===== config.mk =====
export PLATFORM = sky130hd
export DESIGN_NAME = encoder_line_decoder
export DESIGN_NICKNAME = d
export VERILOG_FILES = /design/src/rtl/encoder_line_decoder.sv
export SDC_FILE = /design/constraint.sdc
export NUM_CORES = 1
export LEC_CHECK = 0
export ABC_AREA = 1
export CAP_MARGIN = 20
export CORE_ASPECT_RATIO = 0.9
export CORE_MARGIN = 8
export CORE_UTILIZATION = 40
export DETAILED_ROUTE_END_ITERATION = 10
export HOLD_SLACK_MARGIN = 0.06
export PLACE_DENSITY = 0.59
export SLEW_MARGIN = 20
export SYNTH_ARGS = -nofsm -noshare
export SYNTH_HDL_FRONTEND = slang
export SYNTH_SLANG_ARGS = --single-unit

===== constraint.sdc =====
create_clock -name clk -period 1.3 [get_ports clk]
set_input_delay 0.26 -clock clk [delete_from_list [all_inputs] [get_ports clk]]
set_output_delay 0.26 -clock clk [all_outputs]
set_load 0.02 [all_outputs]

===== src/rtl/encoder_line_decoder.sv =====
// Registered one-hot regenerator for the 2-bit priority link: 11->a, 10->b, 01->c, 00->none_o pulse.
// Optional per-line acceptance counters are compiled in with `define DECODER_COUNT_EN.
module encoder_line_decoder #(
    parameter int HOLD  = 4,
    parameter int CNT_W = 8
) (
    input  logic       clk,
    input  logic       rst,
    input  logic [1:0] code_in,
    input  logic       in_valid,
    output logic       in_ready,
    output logic       a,
    output logic       b,
    output logic       c,
    output logic       none_o,
    output logic       busy
`ifdef DECODER_COUNT_EN
    ,
    output logic [CNT_W-1:0] cnt_a,
    output logic [CNT_W-1:0] cnt_b,
    output logic [CNT_W-1:0] cnt_c
`endif
);

    typedef enum logic {S_IDLE, S_HOLD} state_t;

    localparam logic [7:0] HOLD_M1 = 8'(HOLD - 1);

    if (HOLD < 1 || HOLD > 255 || CNT_W < 1) begin : g_bad_param
        $error("encoder_line_decoder: HOLD must be 1..255 and CNT_W >= 1");
    end

    state_t     state_q, state_d;
    logic [7:0] cnt_q, cnt_d;
    logic [2:0] line_q, line_d;   // {a, b, c}
    logic       none_q, none_d;
    logic       accept;

    always_ff @(posedge clk or posedge rst) begin
        if (rst) begin
            state_q <= S_IDLE;
            cnt_q   <= '0;
            line_q  <= '0;
            none_q  <= 1'b0;
        end else begin
            state_q <= state_d;
            cnt_q   <= cnt_d;
            line_q  <= line_d;
            none_q  <= none_d;
        end
    end

    always_comb begin
        state_d = state_q;
        cnt_d   = cnt_q;
        line_d  = line_q;
        none_d  = 1'b0;
        case (state_q)
            S_IDLE: begin
                if (accept) begin
                    if (code_in == 2'b00) begin
                        none_d = 1'b1;
                    end else begin
                        state_d = S_HOLD;
                        cnt_d   = HOLD_M1;
                        case (code_in)
                            2'b11:   line_d = 3'b100;
                            2'b10:   line_d = 3'b010;
                            default: line_d = 3'b001;
                        endcase
                    end
                end
            end
            default: begin
                // Counter reaching zero means this is the last held cycle.
                if (cnt_q == 8'd0) begin
                    state_d = S_IDLE;
                    line_d  = '0;
                end else begin
                    cnt_d = cnt_q - 8'd1;
                end
            end
        endcase
    end

    always_comb begin
        in_ready = (state_q == S_IDLE);
        busy     = (state_q == S_HOLD);
    end

    assign accept      = in_valid && in_ready;
    assign {a, b, c}   = line_q;
    assign none_o      = none_q;

`ifdef DECODER_COUNT_EN
    logic [CNT_W-1:0] evt_q [3];   // index 0/1/2 counts codes 11/10/01

    always_ff @(posedge clk or posedge rst) begin
        if (rst) begin
            for (int i = 0; i < 3; i++) evt_q[i] <= '0;
        end else begin
            for (int i = 0; i < 3; i++) begin
                if (accept && code_in == 2'(3 - i) && evt_q[i] != '1)
                    evt_q[i] <= evt_q[i] + 1'b1;
            end
        end
    end

    assign cnt_a = evt_q[0];
    assign cnt_b = evt_q[1];
    assign cnt_c = evt_q[2];
`endif

endmodule


* Yosys cells after proc, flatten, opt, wreduce, memory -nomap -nowiden
Index checks and enable logic that the tools add are counted.
** Word-level totals
- Input port bits :: 5
- Output and inout bits :: 6
- Flip-flop bits (word level) :: 13
- Logic and storage cells :: 33
** Cells by class
- Equal/unequal tests :: 5
- Reduce and logical (&&, ||, !) cells :: 6
- Bitwise operators :: 1
- Add/sub/neg operators :: 1
- Muxes and demuxes :: 16
** Operators with widths (count)
- two-way mux 8 bit :: 4
- two-way mux 3 bit :: 4
- zero test 8 bit :: 1
- subtractor 8 x 1 -> 8 bit (second input constant) :: 1
- two-way mux 1 bit :: 7
- one-hot mux 3 bit (2 select lines) :: 1
- AND reduction 3 bit :: 2
- equality test 2 bit (second input constant) :: 2
- inequality test 2 bit (second input constant) :: 2
- zero test 2 bit :: 1
- inequality test 2 x 1 -> 1 bit (second input constant) :: 1
- nonzero test 2 bit :: 1
- logical AND 1 bit :: 1
- NOT 1 bit :: 1

* Depth between registers and ports, before layout
Gate-level depths: netlist of run 1.
- Depth after elaboration :: 5
- Gate-level depth with buffers :: 8
- Depth with buffers taken out :: 8

* Worst setup path before layout of run 1
No wires, ideal clock.
- Path type :: register to register
- From :: reg cnt_q[0]
- To :: reg cnt_q[1]
- Clock period less this slack :: 1.347 ns
- Path buffers :: 0
- Stages on the path, launching flop included :: 9
- Slack :: -0.047 ns
- Required time :: 1.182 ns
- Arrival :: 1.229 ns
- Setup time :: 0.118 ns
- Path through :: dfrtp_1 inv_1 ha_1 nor3b_2 nand2_4 nand2_4 nand2_8 nor2_2 nor2_2
** Between the ends
- Word-level cells in the longest chain between the ends :: 3
- Elaborated cells between the ends (all ways) :: 6
- Classes of those cells :: 1 x add/sub; 1 x eq/ne; 2 x mux; 2 x reduce/logical
** RTL lines
- start: declaration :: RTL line 34 : logic [7:0] cnt_q, cnt_d;
- start signal: assignment :: RTL line 47 : cnt_q <= cnt_d;
- subtractor 8 x 1 -> 8 bit or zero test 8 bit (tied branches) :: RTL line 80, 76
- two-way mux 8 bit or inequality test 2 bit (tied branches)
- two-way mux 8 bit or AND reduction 3 bit (tied branches)
Several ways; a longest one is shown, not always the timed one. The select of a mux whose other input is x is not followed.
A chain may end at the register's enable or synchronous reset.

* Worst setup path in the final report of run 1
- From :: reg cnt_q[0]
- To :: reg cnt_q[6]
Same word-level chain as after synthesis.

==> results of run 1 <==
## stage by stage
stage               util, %  cells
floorplan                 -    100
global placement       56.4    152
detailed placement     56.4    152
CTS                    60.6    158
global route           62.5    160
finish                 62.5    160
## per-layer routing
metal	vias to the layer above	share of wire, %	GRT usage [%]
met5	-	0	0
met4	0	0.91	3.81
met3	4	6.0	4.73
met2	19	51	18.7
met1	346	42	13.2
li1	381	-	-
## worst paths after layout
check	from	end	slack (ns)	depth (start not counted)
min in group clk	line_q[1]	line_q[1]	0.53	2
hold reg to reg	line_q[1]	line_q[1]	0.53	2
setup reg to reg	cnt_q[0]	cnt_q[6]	-0.09	8
max in group asynchronous	rst	line_q[1]	0.84	3
setup / recovery	cnt_q[0]	cnt_q[6]	-0.09	8
hold / removal	rst	none_o	0.1	2
## cells by family (layout without fill, tap and decap cells)
kind of cell / Yosys count / in the layout / synth area share, %
AND/OR/NAND/NOR: 59 / 60 / 38.9
flip-flops: 13 / 13 / 39.4
AO/OA/AOI/OAI: 6 / 6 / 7.42
XOR/XNOR: 3 / 3 / 3.18
buffers and inverters: 17 / 51 / 8.03
adder cells (fa/ha/maj): 2 / 2 / 3.03
## layout make-up
cell class	count	area, µm²	area share (%)
clock buffer	3	22.5	1.87
inverter	17	66.3	5.49
tap	25	31.3	2.59
clock inverter	1	5.00	0.415
sequential	13	325	26.9
multi-input combinational	71	510	42.3
timing repair buffer	30	246	20.4
## synth_stat cells
cell type	instances
o21bai_4	1
inv_2	5
o21ai_2	4
nand2_4	3
xnor2_1	1
nor2_2	4
inv_4	1
dfrtp_1	13
xor2_1	2
nor2_4	1
inv_1	11
nor3b_2	1
nor2_1	18
nand4_1	3
ha_1	2
nand2_8	2
nand2_1	19
nand3_1	7
o21bai_1	1
nand2_2	1
## flip-flops by register name, summed over array words and instances (netlist names)
name,flops
busy,1
none_o,1
cnt_q,8
line_q,3
## power breakdown
| part | leakage, nW | switching, W | internal (W) | total, W |
|---|---|---|---|---|
| Clock | 0.0177 | 0.000152 | 0.000115 | 0.000267 |
| Sequential | 0.165 | 0.000125 | 0.000554 | 0.000679 |
| Combinational | 0.429 | 0.00103 | 0.000821 | 0.00185 |
## repair_timing
item                       4_1_cts  5_1_grt
gates cloned                     1        0
hold buffers                     0        0
setup endpoints to repair       17       14
pin swaps                        4        7
buffers inserted                 1        2
gates resized for setup         17        9
==> results_dict.tcl, run 1 <==
set metrics [dict create \
    yosysWarnings 0 \
    die_width_um 63.9 \
    crit_type "register to register" \
    cts_root_buf "clkbuf_4" \
    crit_path_top_delay_cell "dfrtp_1" \
    cts_tree "done" \
    fin_hold_ws_ns 0.0954 \
    place_ws_ns -0.0464 \
    status "finished with violations" \
    synth_nets 107 \
    hold_viol_final 0 \
    initial_utilization_pct 42.7 \
    wl_per_cell_um 13.1 \
    grt_first_pass_wirelength_um 3390 \
    synth_top_area_cell "dfrtp_1" \
    critPathTopFamily "simple AND/OR/NAND/NOR gates" \
    die_h_um 59.1 \
    critPathLaunchType "register" \
    post_drt_via_cell_ratio 4.69 \
    dr.pass1.iters 4 \
    ys_types 20 \
    rsz0062_at_grt "yes" \
    max-vdd-ir-drop_mv 1.46 \
    ios 11 \
    grt_pass1_vias 770 \
    grt_max_degree 13 \
    total_power_w 0.00280 \
    power_density_nw_per_um2 2320 \
    layout.nets 143 \
    synth_cells 100 \
    clkTransAtPathRegs_ns 0.09 \
    clock_path_buffers 2 \
    leakagePower_nw 0.612 \
    die_area_um2 3780 \
    ctsHtreeMaxLevel 1 \
    overflow 0 \
    worstMarginPinSlew_ns 0.237 \
    layout_commonest_cell "buf_4" \
    syn_area_um2 826 \
    crit_buf_inv 2 \
    setup_slack_ns -0.0908 \
    worstPathCellList "inv_2 > ha_4 > nor3b_4 > nand2_4 > nand2_8 > buf_4 > nand3_1 > nand2_1" \
    skew_ns 0.0111 \
    core_area_um2 1930 \
    routed_wl_um 2090 \
    gp_congestion 0.805 \
    drive_gt1_share_pct 43.7 \
    synth_top_area_share_pct 39.4 \
    endpoint_kind "register" \
    fill_cells 174 \
    violations "negative setup slack" \
    crit_arrival_ns 1.62 \
    vias 750 \
    hpwlAfterDp_um 1400 \
    cts_buffers 3 \
    tns_ns -0.406 \
    antenna_left 0 \
    drc_errors 0 \
    final.period_utilization_pct 107 \
    clk_latency_ns 0.29 \
    drv_cap 0 \
    port_buffers 10 \
    worstPathMaxFanout 6 \
    final_cell_mix "buf_4 (19), nand2_1 (16), nor2_1 (16)" \
    clock.fmax_mhz 719 \
    critPathRequiredTime_ns 1.53 \
    ys_seq_elements 13 \
    num_rows 15 \
    final_cell_area_um2 1210 \
    setup_viol 9 \
    place_area_um2 1090 \
    antenna_found_initial 0 \
    synthTopCellsByArea "dfrtp_1 (39%), nand2_1 (8.6%), nor2_1 (8.2%)" \
    min_path_type "input pin to async pin" \
    syn_to_final_growth_pct 46.2 \
    cts.sinks 13 \
    drtIter0Drc 24 \
    avgSynthCellArea_um2 8.26 \
    finalMaxSlewViolations 0 \
    min_period_ns 1.39 \
    num_antenna_cells 0 \
    globalRouteTotalUtil_pct 11.4 \
    ys_seq_area_share_pct 39.4 \
    cp_slowest_stage_delay_ns 0.40 \
    max-slew-margin-rel_pct 84.2 \
]
Note: power is estimated with default switching activity, not from simulation.
==> run 2, diff against run 1 <==
Settings changed: CORE_ASPECT_RATIO 0.9 to 1.1.
==> run 2 against run 1 <==
The run still ends with negative setup slack left. Sequential power increased by 3%. Die area is essentially flat. Design area down 0.41%. Register-to-register slack better by 0.02 ns. Global-route usage increased by 0.70 points. Non-clock buffer count decreased by 4. Core utilization is 1.7 points lower. Sequential share of layout area increased by 0.11 points. Setup slack improved by 0.018 ns. Flip-flop and latch count unchanged. First-iteration DRC count down 50%. Hold slack improved by 0.18 ns.
==> results_dict.tcl, run 2 (same netlist as run 1, synthesis figures left out) <==
set metrics [dict create \
    status "finished with violations" \
    violations "negative setup slack" \
    critPathRequiredTime_ns 1.47 \
    endpoint_kind "register" \
    post_drt_via_cell_ratio 4.77 \
    cts.sinks 13 \
    grtUsageMet1_pct 12.6 \
    core_area_um2 1980 \
    setup_viol 11 \
    gp_congestion 0.835 \
    crit_path_end "cnt_q[1]" \
    worstMarginPinSlew_ns 0.237 \
    ios 11 \
    use_met2_pct 21.1 \
    startpoint "cnt_q[0]" \
    fin_hold_ws_ns 0.271 \
    final_cell_mix "nor2_1 (17), nand2_1 (14), buf_4 (14)" \
    tns_ns -0.596 \
    met3_usage_pct 3.04 \
    clkTransAtPathRegs_ns 0.08 \
    die_area_um2 3780 \
    num_rows 17 \
    drive_gt1_share_pct 43.5 \
    grt_max_degree 14 \
    grt_busiest_layer "met2" \
    regArea_um2 325 \
    min_path_type "input pin to async pin" \
    grt_pass1_vias 805 \
    final_cell_area_um2 1200 \
    hold_viol_final 0 \
    drv_cap 0 \
    setup_slack_ns -0.0733 \
    num_antenna_cells 0 \
    antenna_left 0 \
    largest_register "cnt_q" \
    die_h_um 63.7 \
    timing.rr.end "cnt_q[1]" \
    crit_type "register to register" \
    min_period_ns 1.37 \
    reg.largest.list "cnt_q x8, line_q x3" \
    power_density_nw_per_um2 2270 \
    worstPathMaxFanout 8 \
    cts_root_buf "clkbuf_4" \
    reg2reg_depth 8 \
    vias 759 \
    routed_wl_um 2000 \
    initial_utilization_pct 41.7 \
    die_width_um 59.3 \
    rsz0062_at_grt "yes" \
    grt_first_pass_wirelength_um 3530 \
    clock.fmax_mhz 728 \
    dr.pass1.iters 4 \
    utilization_pct 60.8 \
    antenna_found_initial 0 \
    layout_commonest_cell "nor2_1" \
    cts_buffers 3 \
    total_power_w 0.00274 \
    place_area_um2 1090 \
    overflow 0 \
    wl_per_cell_um 12.6 \
    regToRegStartpoint "cnt_q[0]" \
    crit_arrival_ns 1.55 \
    skew_ns 0.00876 \
    globalRouteTotalUtil_pct 12.1 \
    layout.nets 139 \
    cts_tree "done" \
    ctsHtreeMaxLevel 1 \
    final.period_utilization_pct 106 \
    critPathLaunchType "register" \
    clk_latency_ns 0.27 \
    drtIter0Drc 12 \
    multi_input_area_um2 537 \
    hpwlAfterDp_um 1430 \
    largest_reg_flops 8 \
    reg2reg_setup_slack_ns -0.07 \
    max-vdd-ir-drop_mv 1.26 \
    fill_cells 178 \
    port_buffers 10 \
    max-slew-margin-rel_pct 84.2 \
    syn_to_final_growth_pct 45.6 \
    finalMaxSlewViolations 0 \
    leakagePower_nw 0.591 \
    drc_errors 0 \
    clock_path_buffers 2 \
]
run 2: cell types whose count changed in the layout (fill, tap and decap cells not counted), sizes merged:
cell           change
clkbuf             +2
clkdlybuf4s15      -2
dlygate4sd2        +1
buf                -4
clkinv             -1
run 2: worst min path at each step:
stage	to	from	slack [ns]	depth (start not counted)
floorplan	busy	rst	0.14	1
global placement	line_q[2]	line_q[2]	0.52	2
detailed placement	line_q[2]	line_q[2]	0.53	2
CTS	none_o	rst	0.27	3
global route	none_o	rst	0.30	3
finish	none_o	rst	0.27	3
run 2: per-layer routing:
| metal | share of wire, % | vias to the layer above |
|---|---|---|
| met5 | 0 | - |
| met4 | 2.3 | 0 |
| met3 | 4.6 | 6 |
| met2 | 53 | 16 |
| met1 | 40 | 362 |
| li1 | - | 375 |
run 2: per-stage QoR:
stage	cells	worst slack, ns
6_report	159	-0.0733
5_1_grt	159	-0.152
4_1_cts	159	-0.0620
3_5_place_dp	154	-0.0622
3_3_place_gp	154	-0.0510
2_1_floorplan	100	-0.00766
run 2: critical path: stages (launching register included):
cell	delay (ns)
dfrtp_1	0.39
inv_2	0.08
ha_4	0.12
nor3b_4	0.21
nand2_4	0.12
nand2_8	0.13
nand2_8	0.08
nor2_4	0.08
nor2_2	0.04
run 2: repair_timing:
item                       CTS  global route
pin swaps                    9             2
hold buffers                 0             0
gates cloned                 1             0
buffers inserted             0             0
resized for setup           28             2
setup endpoints to repair   17            14
run 2: power by group:
part / internal (W) / switching [W]
combinational: 0.000761 / 0.00103
clock: 0.000119 / 0.000129
sequential: 0.000554 / 0.000144
run 2: layout make-up:
type                       instances  share of cell area [%]
inverter                          17                    5.52
multi-input combinational         71                    44.6
tap                               28                    2.91
sequential                        13                    27.1
timing repair buffer              26                    17.7
clock buffer                       4                    2.19
==> run 3, diff against run 2 <==
Settings changed: CORE_MARGIN 8 to 5.
==> run 3 against run 2 <==
The flow still finishes with violations (negative setup slack). Global-route usage is 3.1 points higher. Via count down 4.2%. Critical path depth is the same. Largest power group unchanged.
==> results_dict.tcl, run 3 (same netlist as run 1, synthesis figures left out) <==
set metrics [dict create \
    core_area_um2 2000 \
    crit_arrival_ns 1.51 \
    port_buffers 10 \
    leakagePower_nw 0.584 \
    route.met2.wl_um 925 \
    skew_ns 0.00511 \
    cts_tree "done" \
    max-vdd-ir-drop_mv 1.18 \
    endpoint_kind "register" \
    wl_met1_um 887 \
    post_drt_via_cell_ratio 4.57 \
    grt_max_degree 14 \
    final_cell_mix "nor2_1 (17), buf_4 (16), dfrtp_1 (13)" \
    drtIter0Drc 27 \
    drive_gt1_share_pct 43.5 \
    clock.fmax_mhz 748 \
    cts_root_buf "clkbuf_4" \
    maxUsedRoutingLayer "met4" \
    setup_viol 8 \
    tns_ns -0.222 \
    power_density_nw_per_um2 2290 \
    stdcell_count 159 \
    dr.pass1.iters 4 \
    die_h_um 57.7 \
    drc_errors 0 \
    routed_wl_um 1910 \
    dr_wl_met3_um 56 \
    status "finished with violations" \
    worstMarginPinSlew_ns 0.221 \
    vias 727 \
    largest_reg_flops 8 \
    initial_utilization_pct 41.3 \
    grt_first_pass_wirelength_um 3390 \
    overflow 0 \
    cts.sinks 13 \
    syn_to_final_growth_pct 43.9 \
    crit_type "register to register" \
    layout.nets 139 \
    globalRouteTotalUtil_pct 15.2 \
    ios 11 \
    final.period_utilization_pct 103 \
    hpwlAfterDp_um 1390 \
    layout_commonest_cell "nor2_1" \
    gp_congestion 0.891 \
    ctsHtreeMaxLevel 1 \
    antenna_left 0 \
    clkTransAtPathRegs_ns 0.08 \
    reg.largest.list "cnt_q x8, line_q x3" \
    die_width_um 53.3 \
    min_path_type "input pin to async pin" \
    num_rows 17 \
    post-place-cells 152 \
    critPathRequiredTime_ns 1.47 \
    cts_buffers 3 \
    worstPathMaxFanout 8 \
    max-slew-margin-rel_pct 85.3 \
    hold_viol_final 0 \
    largest_register "cnt_q" \
    wl_per_cell_um 12.0 \
    min_period_ns 1.34 \
    setup_slack_ns -0.0376 \
    clock_path_buffers 2 \
    drv_cap 0 \
    rsz0062_at_grt "yes" \
    violations "negative setup slack" \
    die_area_um2 3070 \
    startpoint "cnt_q[0]" \
    critPathLaunchType "register" \
    grt_pass1_vias 732 \
    finalMaxSlewViolations 0 \
    antenna_found_initial 0 \
    regToRegStartpoint "cnt_q[0]" \
    num_antenna_cells 0 \
    clk_latency_ns 0.28 \
]
run 3: area by class of cell:
class | count | area [µm²]
clock buffers | 4 | 26.3
multi-input cells | 71 | 523
fillers | 187 | 811
well taps | 28 | 35.0
flip-flops and latches | 13 | 325
repair buffers | 26 | 213
inverters | 17 | 66.3
run 3: worst paths after layout:
| check | to | slack (ns) | depth (start not counted) |
|---|---|---|---|
| worst max-delay path | cnt_q[0] | -0.04 | 8 |
| worst min-delay path | none_o | 0.25 | 3 |
| worst max register to register | cnt_q[0] | -0.04 | 8 |
| worst min register to register | line_q[2] | 0.55 | 2 |
| max in group asynchronous | cnt_q[5] | 0.88 | 3 |
| min in group clk | line_q[2] | 0.55 | 2 |
run 3: power breakdown:
group          internal [W]  leakage, nW  switching, W
Clock              0.000119       0.0150      0.000138
Sequential         0.000555        0.165      0.000136
Combinational      0.000758        0.403       0.00102
run 3: repair_timing:
item | 4_1_cts | 5_1_grt
endpoints found under the setup margin | 16 | 14
hold buffers | 0 | 0
buffers inserted | 0 | 2
pin swaps | 8 | 3
gates resized for setup | 19 | 9
cloned | 1 | 0
run 3: routing by layer:
metal	vias to the layer above	global-route usage, %
li1	371	-
met1	333	22.2
met2	19	21.4
met3	4	3.86
met4	0	5.47
met5	-	0
run 3: worst max-delay path, cell delays in order, from the launching register on:
cell     delay (ns)
dfrtp_1        0.40
inv_2          0.08
ha_4           0.12
nor3b_4        0.20
nand2_4        0.11
nand2_8        0.12
nand2_8        0.08
nor2_4         0.09
nor2_2         0.04
run 3: stage by stage:
stage / total power (W) / utilization, % / instance area (µm²) / hold slack [ns] / worst slack (ns)
after floorplan: 0.00168 / - / 832 / 0.137 / -0.00766
after global placement: 0.00222 / 53.6 / 1070 / 0.531 / -0.0561
after detailed placement: 0.00223 / 53.6 / 1070 / 0.532 / -0.0517
after CTS: 0.00259 / 57.3 / 1140 / 0.260 / -0.0744
after global routing: 0.00296 / 59.4 / 1190 / 0.306 / -0.121
final: 0.00272 / 59.4 / 1190 / 0.254 / -0.0376
